`config.mk`:
```
export PLATFORM = sky130hd
export DESIGN_NAME = aoi_pipe
export DESIGN_NICKNAME = d
export VERILOG_FILES = /design/src/rtl/aoi_pkg.sv /design/src/rtl/aoi_cell.sv /design/src/rtl/aoi_pipe.sv
export SDC_FILE = /design/constraint.sdc
export NUM_CORES = 1
export LEC_CHECK = 0
export ABC_AREA = 1
export BUFFER_PORTS_ARGS = -buffer_cell sky130_fd_sc_hd__buf_2
export CAP_MARGIN = 25
export CORE_MARGIN = 3
export CORE_UTILIZATION = 49
export DETAILED_ROUTE_END_ITERATION = 8
export PLACE_DENSITY = 0.77
export SKIP_CTS_REPAIR_TIMING = 1
export SYNTH_ARGS = -nofsm -noshare
export SYNTH_HDL_FRONTEND = slang
export SYNTH_SLANG_ARGS = --single-unit
```
`constraint.sdc`:
```
create_clock -name clk -period 1 [get_ports clk]
set_input_delay 0.1 -clock clk [delete_from_list [all_inputs] [get_ports clk]]
set_output_delay 0.1 -clock clk [all_outputs]
set_load 0.05 [all_outputs]
```
`src/rtl/aoi_pkg.sv`:
```
// aoi_pkg: shared constants for the aoi_pipe AND-OR-INVERT / OR-AND-INVERT array.
//   AOI_MODE / OAI_MODE : per-beat mode encodings carried alongside the data
//   DEF_CH / DEF_GROUPS / DEF_TERM : default geometry, the classic ~(a&b | c&d)
//   CNT_W : width of the optional accepted-beat counter (AOI_PIPE_CNT_EN)
package aoi_pkg;

  localparam logic AOI_MODE = 1'b0;
  localparam logic OAI_MODE = 1'b1;

  localparam int DEF_CH     = 4;
  localparam int DEF_GROUPS = 2;
  localparam int DEF_TERM   = 2;

  localparam int CNT_W = 16;

endpackage

```
`src/rtl/aoi_cell.sv`:
```
// aoi_cell: combinational slice for one output channel, split into the two
// halves that sit on either side of the first pipeline register.
//   term_mode  in  1               mode of the beat being formed into terms
//   term_in    in  GROUPS*TERM     operand bits, bit g*TERM+t is input t of term g
//   term_out   out GROUPS          AND terms (AOI) or OR terms (OAI)
//   red_mode   in  1               mode of the beat being reduced
//   red_in     in  GROUPS          registered term bits
//   red_out    out 1               inverted OR (AOI) or inverted AND (OAI)
module aoi_cell
  import aoi_pkg::*;
#(
  parameter int GROUPS = DEF_GROUPS,
  parameter int TERM   = DEF_TERM
) (
  input  logic                     term_mode,
  input  logic [GROUPS*TERM-1:0]   term_in,
  output logic [GROUPS-1:0]        term_out,
  input  logic                     red_mode,
  input  logic [GROUPS-1:0]        red_in,
  output logic                     red_out
);

  // Term generation: the inner gate of the pair flips between AND and OR
  // with the mode, so each term reduces its own TERM-wide slice.
  always_comb begin
    term_out = '0;
    for (int g = 0; g < GROUPS; g++) begin
      if (term_mode == OAI_MODE)
        term_out[g] = |term_in[g*TERM +: TERM];
      else
        term_out[g] = &term_in[g*TERM +: TERM];
    end
  end

  // Reduction and inversion: the outer gate is the dual of the inner one.
  always_comb begin
    red_out = 1'b0;
    if (red_mode == OAI_MODE)
      red_out = ~(&red_in);
    else
      red_out = ~(|red_in);
  end

endmodule

```
`src/rtl/aoi_pipe.sv`:
```
// aoi_pipe: two-stage valid/ready pipelined AOI/OAI array.
// Stage 1 holds the term bits and mode of one beat; stage 2 holds the
// reduced, inverted result. Up to two beats can be in flight.
//   clk        in  1               rising-edge clock
//   rst_n      in  1               asynchronous active-low reset
//   in_valid   in  1               input beat valid
//   in_ready   out 1               block can accept a beat this cycle
//   in_mode    in  1               0 = AOI, 1 = OAI, travels with in_data
//   in_data    in  CH*GROUPS*TERM  bit (c*GROUPS+g)*TERM+t = input t, term g, channel c
//   out_valid  out 1               result valid
//   out_ready  in  1               consumer accepts result
//   out_data   out CH              bit c = result of channel c
//   txn_cnt    out 16              saturating accepted-beat count
// Optional feature macro: AOI_PIPE_CNT_EN adds txn_cnt and its counter.
module aoi_pipe
  import aoi_pkg::*;
#(
  parameter int CH     = DEF_CH,
  parameter int GROUPS = DEF_GROUPS,
  parameter int TERM   = DEF_TERM
) (
  input  logic                       clk,
  input  logic                       rst_n,
  input  logic                       in_valid,
  output logic                       in_ready,
  input  logic                       in_mode,
  input  logic [CH*GROUPS*TERM-1:0]  in_data,
  output logic                       out_valid,
  input  logic                       out_ready,
  output logic [CH-1:0]              out_data
`ifdef AOI_PIPE_CNT_EN
  ,
  output logic [CNT_W-1:0]           txn_cnt
`endif
);

  logic                   s1_valid;
  logic                   s1_mode;
  logic [CH*GROUPS-1:0]   s1_terms;
  logic [CH*GROUPS-1:0]   term_next;
  logic [CH-1:0]          red_next;
  logic                   s2_load;
  logic                   accept;

  // Stage 2 can take a new value whenever its current result is absent or
  // leaving; stage 1 can refill whenever it is empty or draining into stage 2.
  // in_ready never looks at in_valid.
  assign s2_load  = !out_valid || out_ready;
  assign in_ready = !s1_valid || s2_load;
  assign accept   = in_valid && in_ready;

  for (genvar c = 0; c < CH; c++) begin : g_ch
    aoi_cell #(
      .GROUPS (GROUPS),
      .TERM   (TERM)
    ) u_cell (
      .term_mode (in_mode),
      .term_in   (in_data[c*GROUPS*TERM +: GROUPS*TERM]),
      .term_out  (term_next[c*GROUPS +: GROUPS]),
      .red_mode  (s1_mode),
      .red_in    (s1_terms[c*GROUPS +: GROUPS]),
      .red_out   (red_next[c])
    );
  end

  // Stage 1. s1_valid follows in_valid whenever the stage advances, so it
  // clears only when its beat actually moves into stage 2. Payload is only
  // written on an accepted beat.
  always_ff @(posedge clk or negedge rst_n) begin
    if (!rst_n) begin
      s1_valid <= 1'b0;
      s1_mode  <= AOI_MODE;
      s1_terms <= '0;
    end else begin
      if (in_ready)
        s1_valid <= in_valid;
      if (accept) begin
        s1_mode  <= in_mode;
        s1_terms <= term_next;
      end
    end
  end

  // Stage 2. Holding while stalled keeps out_data/out_valid stable until
  // the consumer takes the result.
  always_ff @(posedge clk or negedge rst_n) begin
    if (!rst_n) begin
      out_valid <= 1'b0;
      out_data  <= '0;
    end else if (s2_load) begin
      out_valid <= s1_valid;
      if (s1_valid)
        out_data <= red_next;
    end
  end

`ifdef AOI_PIPE_CNT_EN
  // Accepted-beat counter, sticks at all-ones instead of wrapping.
  always_ff @(posedge clk or negedge rst_n) begin
    if (!rst_n)
      txn_cnt <= '0;
    else if (accept && (txn_cnt != {CNT_W{1'b1}}))
      txn_cnt <= txn_cnt + 1'b1;
  end
`endif

endmodule

```
==> key figures, run 1 <==
Floorplanning
  – Initial core utilization: a little under three fifths
  – Die H: between 40 and 50 um
  – Overall die width: between 40 and 50 um
  – Core area: 1577 um2
  – Die area: 2310 um2
  – IO Pins: 27
  – Row count: 14

Clocking
  – TritonCTS Sinks: 15
  – TritonCTS clock tree: yes
  – Clock slew at reported path FFs: 0.09 ns
  – CTS max path bufs: 2
  – Clock latency on the worst-skew pair: 0.27 ns
  – TritonCTS Buffers: 3
  – CTS root buf: clkbuf_4
  – H-tree Lvls: 1

Final layout
  – Area Overhead vs Synth: 22.66%
  – Filler cells: ~150
  – Multi-input logic area: 399.1 um2
  – Layout cells sized above 1: around 29%
  – Nets: 176
  – Fin cells: 170
  – Final core occ: about two thirds
  – Antenna Cells: 0
  – Fin area: roughly 1100 um2
  – Storage cell area: ~380 um2

Global route
  – Initial antenna violation count: 0
  – Gr usage total: 14.08%
  – First-pass GRT wire length: between 2000 and 2500 um
  – Vias in the first global route: about 620
  – Largest net degree at the start of global routing: 20
  – Overflow after GRT: 0

Logic synthesis
  – Count of cell types in the netlist: 10
  – #FFs+latches synth: 15
  – Largest cells by area after synthesis: dfrtp_1 43%, nand2_1 32%, o21ai_2 9.1%
  – Most common cell in the synthesized netlist: nand2_1
  – Post-Syn Instances: 125
  – Leading area contributor after synthesis: dfrtp_1
  – Synth warn: 0
  – Async S/R FF share, synth: between 90% and 100%
  – Top-area cell type share of the netlist area: approximately 43%
  – Syn Nets: approximately 150
  – Number of synthesized flops with an enable pin: 0
  – Most common library cells after synthesis: 73 x nand2_1, 19 x inv_1, 15 x dfrtp_1, 9 x o21ai_2, 4 x nor2_1
  – Post-synth top flop: dfrtp_1
  – Sequential fraction of the synthesis area: 43.29%
  – Syn avg cell area: about 6.9 um2
  – Synthesized area: 867.1 um2

Worst setup path
  – Worst path bufs/invs: 1
  – R2R Setup Slk: about 0.01 ns
  – Reg-to-reg critical path startpoint: s1_valid
  – WP data required: 0.90 ns
  – Worst reg2reg path depth: 4
  – Critical Path Fanout Max: 3
  – Worst Setup Start Kind: register
  – Critical path arrival: ~0.97 ns
  – Reg-to-Reg End: s1_terms[0]
  – Crit-path slowest cell: dfrtp_1
  – Setup crit end: in_ready
  – Crit path cell chain: nand3_4, buf_8
  – Critical path type: reg2out
  – Crit. path cell count: 2
  – Largest stage delay on the critical path: 0.42 ns
  – Crit-path leading delay family: flip-flops
  – Worst setup EP type: output pin
  – Worst Setup SP: s1_valid

Placement
  – Placed wire-length estimate: 1133 um
  – Global placer's final weighted congestion: 0.7476
  – Placed inst area: ~1000 um2
  – Port bufs: 26
  – Placed insts: 165

Timing
  – Max-slew headroom: 78.83%
  – Worst-Margin Slew: 0.3175 ns
  – F_max: ~930 MHz
  – Slew Viols, Final: 0
  – Final Hold Viols: 0
  – Clock skew: 0.001862 ns
  – Fin crit share: 107.1%
  – Setup slack after layout: -0.07137 ns
  – RSZ-0062 raised after global routing: yes
  – Final Critical Period: ~1.1 ns
  – Setup violations, final: 1

Min path
  – Min-delay src: out_ready
  – Hold Path Class: in2reg

Detailed routing
  – Total Wirelength: 1422 um
  – DR vias/cell: roughly 4.5
  – 1st-iter DRT viols: 8
  – Antenna viol nets, final: 0
  – Residual DRC count: 0
  – Total iterations of the first detailed-routing run: 4
  – Routed len/inst: 8.365 um
  – Via count: between 700 and 800

Pwr
  – Sw power: 0.0007897 W
  – Pint: 0.001160 W
  – Clock share of power: approximately 17%
  – Leakage power total: roughly 0.65 nW
  – Seq pwr share: 42.9%
  – Power per cell area: 1833 nW/um2
  – Worst vdd ir: 0.0007738 V
  – Pwr Total: about 0.002 W
  – Logic pwr share: 39.9%
  – Sw frac: 40.50%

Status
  – Status: complete, but fails checks
  – Failing checks: negative setup slack

Job
  – Max-Cap Viols: 0
[power by group through the flow]
stage / Sequential (W) / Combinational (W) / Clock, W
floorplan: 0.00108 / 0.000329 / 0
global placement: 0.000838 / 0.000714 / 0
detailed placement: 0.000844 / 0.000726 / 0
CTS: 0.000833 / 0.000728 / 0.000342
global route: 0.000859 / 0.000865 / 0.000375
finish: 0.000836 / 0.000778 / 0.000335
[through the flow]
step	worst slack [ns]	hold slack, ns	TNS (ns)
finish	-0.07137	0.1354	-0.07137
global route	-0.1069	0.1620	-0.4159
CTS	-0.1945	-0.2850	-0.2491
detailed placement	0.02744	0.01689	0
global placement	0.05937	0.01217	0
floorplan	-0.2492	-0.1956	-2.607
[logic make-up (layout without fill, tap and decap cells)]
group | count (synthesis) | after routing | synth area share [%]
simple gates | 79 | 79 | 35.79
flops | 15 | 15 | 43.29
buf+inv | 22 | 51 | 11.83
compound gates | 9 | 9 | 9.091
[layout make-up]
| cell class | count | share of cell area (%) |
|---|---|---|
| Timing Repair Buffer | 27 | 15.65 |
| Sequential cell | 15 | 35.41 |
| Multi-Input combinational cell | 88 | 37.53 |
| Tap cell | 16 | 1.882 |
| Inverter | 20 | 7.059 |
| Clock buffer | 4 | 2.471 |
[routing by layer]
| layer | GRT usage [%] | vias to the layer above | share of wire [%] |
|---|---|---|---|
| li1 | - | 424 | - |
| met1 | 17.66 | 305 | 46 |
| met2 | 23.48 | 27 | 47 |
| met3 | 1.128 | 2 | 5.1 |
| met4 | 8.065 | 0 | 1.3 |
| met5 | 0 | - | 0 |
[worst min path at each step]
stage / to / slack (ns) / depth (start not counted)
2_1_floorplan: out_data[0] / -0.20 / 0
3_3_place_gp: s1_valid / 0.01 / 1
3_5_place_dp: s1_valid / 0.02 / 1
4_1_cts: s1_valid / -0.28 / 1
5_1_grt: s1_terms[4] / 0.16 / 5
6_report: out_valid / 0.14 / 4
[placed cells by master, fill, tap and decap left out, drive strengths merged]
cell type,instances
o21ai,9
dfrtp,15
nand3,1
nand2,74
nor2,4
inv,20
clkbuf,4
dlygate4sd3,1
buf,26
[state kept, by name (all words and copies together) (netlist names)]
signal and flops:
out_data 4, out_valid 1, s1_terms 8, s1_valid 1, s1_mode 1
[tightest hold or removal path: stages]
cell	delay, ns
buf_2	0.08
inv_1	0.06
nand2_1	0.09
nand2_1	0.05
Power figures use the tool's default switching activity.
==> inputs of run 2 (changes only) <==
- CTS_BUF_LIST: unset -> sky130_fd_sc_hd__clkbuf_4 sky130_fd_sc_hd__clkbuf_8 sky130_fd_sc_hd__clkbuf_16
==> key figures, run 2 (same netlist as run 1, synthesis figures left out) <==
Final layout
  – Area Overhead vs Synth: 23.09% (was 22.66%)
  – Commonest non-fill, non-tap cell in the layout: nand2_1 (unchanged)
  – Top Registers: s1_terms: 8 flops, out_data: 4 flops (unchanged)
  – Commonest non-fill, non-tap cells in the layout: 72 x nand2_1, 20 x buf_2, 18 x inv_1, 14 x dfrtp_1, 9 x o21ai_2 (unchanged)
  – Storage cell area: 376.6 um2 (unchanged)
  – Largest register FFs: 8 (unchanged)
  – Final core occ: 67.70% (was 67.46%)
  – Fin area: 1067 um2 (was 1064 um2)
  – Reg with most FFs: s1_terms (unchanged)
  – Layout cells sized above 1: 29.22% (was 28.57%)
  – Antenna Cells: 0 (unchanged)
  – Filler cells: 146 (was 148)
  – Multi-input logic area: 399.1 um2 (unchanged)
  – Nets: 176 (unchanged)

Detailed routing
  – Total iterations of the first detailed-routing run: 4 (unchanged)
  – Total Wirelength: 1427 um (was 1422 um)
  – DR vias/cell: 4.453 (was 4.459)
  – Routed len/inst: 8.394 um (was 8.365 um)
  – 1st-iter DRT viols: 8 (unchanged)
  – Via count: 757 (was 758)
  – Antenna viol nets, final: 0 (unchanged)
  – Residual DRC count: 0 (unchanged)

Placement
  – Global placer's final weighted congestion: 0.7476 (unchanged)
  – Port bufs: 26 (unchanged)
  – Pre-CTS setup slack: 0.02744 ns (unchanged)
  – Placed inst area: 1001 um2 (unchanged)
  – Placed wire-length estimate: 1133 um (unchanged)

Min path
  – Hold depth: 4 (unchanged)
  – Min-delay src: out_ready (unchanged)
  – Hold Path Class: in2reg (unchanged)
  – Hold Crit Endpoint: out_valid (unchanged)

Clocking
  – TritonCTS Buffers: 3 (unchanged)
  – Clock latency on the worst-skew pair: 0.27 ns (about the same)
  – CTS root buf: clkbuf_4 (unchanged)
  – Clock slew at reported path FFs: 0.09 ns (about the same)
  – CTS max path bufs: 2 (unchanged)
  – TritonCTS Sinks: 15 (unchanged)
  – TritonCTS clock tree: yes (unchanged)
  – H-tree Lvls: 1 (unchanged)

Timing
  – Final Hold Viols: 0 (unchanged)
  – Setup slack after layout: -0.07208 ns (was -0.07137 ns)
  – Clock skew: 0.001391 ns (was 0.001862 ns)
  – RSZ-0062 raised after global routing: yes (unchanged)
  – Final Critical Period: 1.072 ns (was 1.071 ns)
  – Setup violations, final: 1 (unchanged)
  – Worst-Margin Slew: 0.3173 ns (was 0.3175 ns)
  – Fin crit share: 107.2% (was 107.1%)
  – Slew Viols, Final: 0 (unchanged)
  – F_max: 932.8 MHz (was 933.4 MHz)
  – Max-slew headroom: 78.84% (was 78.83%)

Pwr
  – Worst vdd ir: 0.0008092 V (was 0.0007738 V)
  – Power per cell area: 1853 nW/um2 (was 1833 nW/um2)
  – Leakage power total: 0.6577 nW (was 0.6543 nW)

Floorplanning
  – Row count: 14 (unchanged)
  – Initial core utilization: 55.00% (unchanged)
  – Die area: 2310 um2 (unchanged)
  – Core area: 1577 um2 (unchanged)
  – Die H: 48.07 um (unchanged)
  – IO Pins: 27 (unchanged)
  – Overall die width: 48.07 um (unchanged)

Worst setup path
  – Critical Path Fanout Max: 3 (unchanged)
  – Worst Setup Start Kind: register (unchanged)
  – Worst reg2reg path depth: 4 (unchanged)
  – Worst path bufs/invs: 1 (unchanged)
  – R2R Setup Slk: 0.01 ns (about the same)
  – Reg-to-reg critical path startpoint: s1_valid (unchanged)
  – Crit path cell chain: nand3_4, buf_8 (unchanged)
  – Largest stage delay on the critical path: 0.42 ns (about the same)
  – Reg-to-Reg End: s1_terms[0] (unchanged)
  – Crit-path leading delay family: flip-flops (unchanged)
  – Critical path type: reg2out (unchanged)
  – Worst setup EP type: output pin (unchanged)
  – WP data required: 0.90 ns (about the same)
  – Critical path arrival: 0.97 ns (about the same)
  – Crit-path slowest cell: dfrtp_1 (unchanged)

Global route
  – First-pass GRT wire length: 2311 um (unchanged)
  – Gr usage total: 14.08% (unchanged)
  – Overflow after GRT: 0 (unchanged)
  – Vias in the first global route: 617 (unchanged)
  – Initial antenna violation count: 0 (unchanged)
  – Largest net degree at the start of global routing: 20 (unchanged)

Status
  – Status: complete, but fails checks (unchanged)
  – Failing checks: negative setup slack (unchanged)

Job
  – Max-Cap Viols: 0 (unchanged)
run 2: cell counts in the layout (fill, tap and decap cells not counted):
Identical to the previous run, type by type.
run 2: area by class of cell:
type                            instances  share of cell area [%]
Sequential cell                        15                   35.29
Clock buffer                            4                   2.814
Timing Repair Buffer                   27                   15.59
Tap cell                               16                   1.876
Inverter                               20                   7.034
Multi-Input combinational cell         88                   37.40
run 2: power breakdown:
part           leakage (nW)  switching, W  total [W]  internal (W)
Clock                0.0184      0.000181   0.000363      0.000182
Combinational         0.457      0.000512   0.000778      0.000266
Sequential            0.182     0.0000965   0.000836      0.000740
run 2: how the worst max path moves through the flow:
stage                   start          end  slack [ns]  cells after the start
floorplan           out_valid     s1_valid       -0.25                      4
global placement    out_valid  s1_terms[5]        0.06                      4
detailed placement  out_valid  s1_terms[0]        0.03                      4
CTS                 out_valid     in_ready       -0.20                      2
global route         s1_valid     in_ready       -0.11                      2
finish               s1_valid     in_ready       -0.07                      2
run 2: metrics by stage:
step | cells | TNS (ns) | total power, W | hold WS, ns
after floorplan | 125 | -2.607 | 0.001407 | -0.1956
after global placement | 165 | 0 | 0.001551 | 0.01217
after detailed placement | 165 | 0 | 0.001570 | 0.01689
after CTS | 169 | -0.2636 | 0.001935 | -0.2896
after global routing | 170 | -0.4112 | 0.002125 | 0.1625
final | 170 | -0.07208 | 0.001977 | 0.1359
run 2: tightest hold or removal path, stage by stage:
cell     delay (ns)
buf_2          0.08
inv_1          0.06
nand2_1        0.09
nand2_1        0.05
run 2: per-layer routing:
| layer | vias up | global-route usage [%] | wire length (um) |
|---|---|---|---|
| li1 | 424 | - | - |
| met3 | 2 | 1.128 | 73 |
| met2 | 27 | 23.48 | 680 |
| met4 | 0 | 8.065 | 19 |
| met1 | 304 | 17.66 | 652 |
| met5 | - | 0 | 0 |
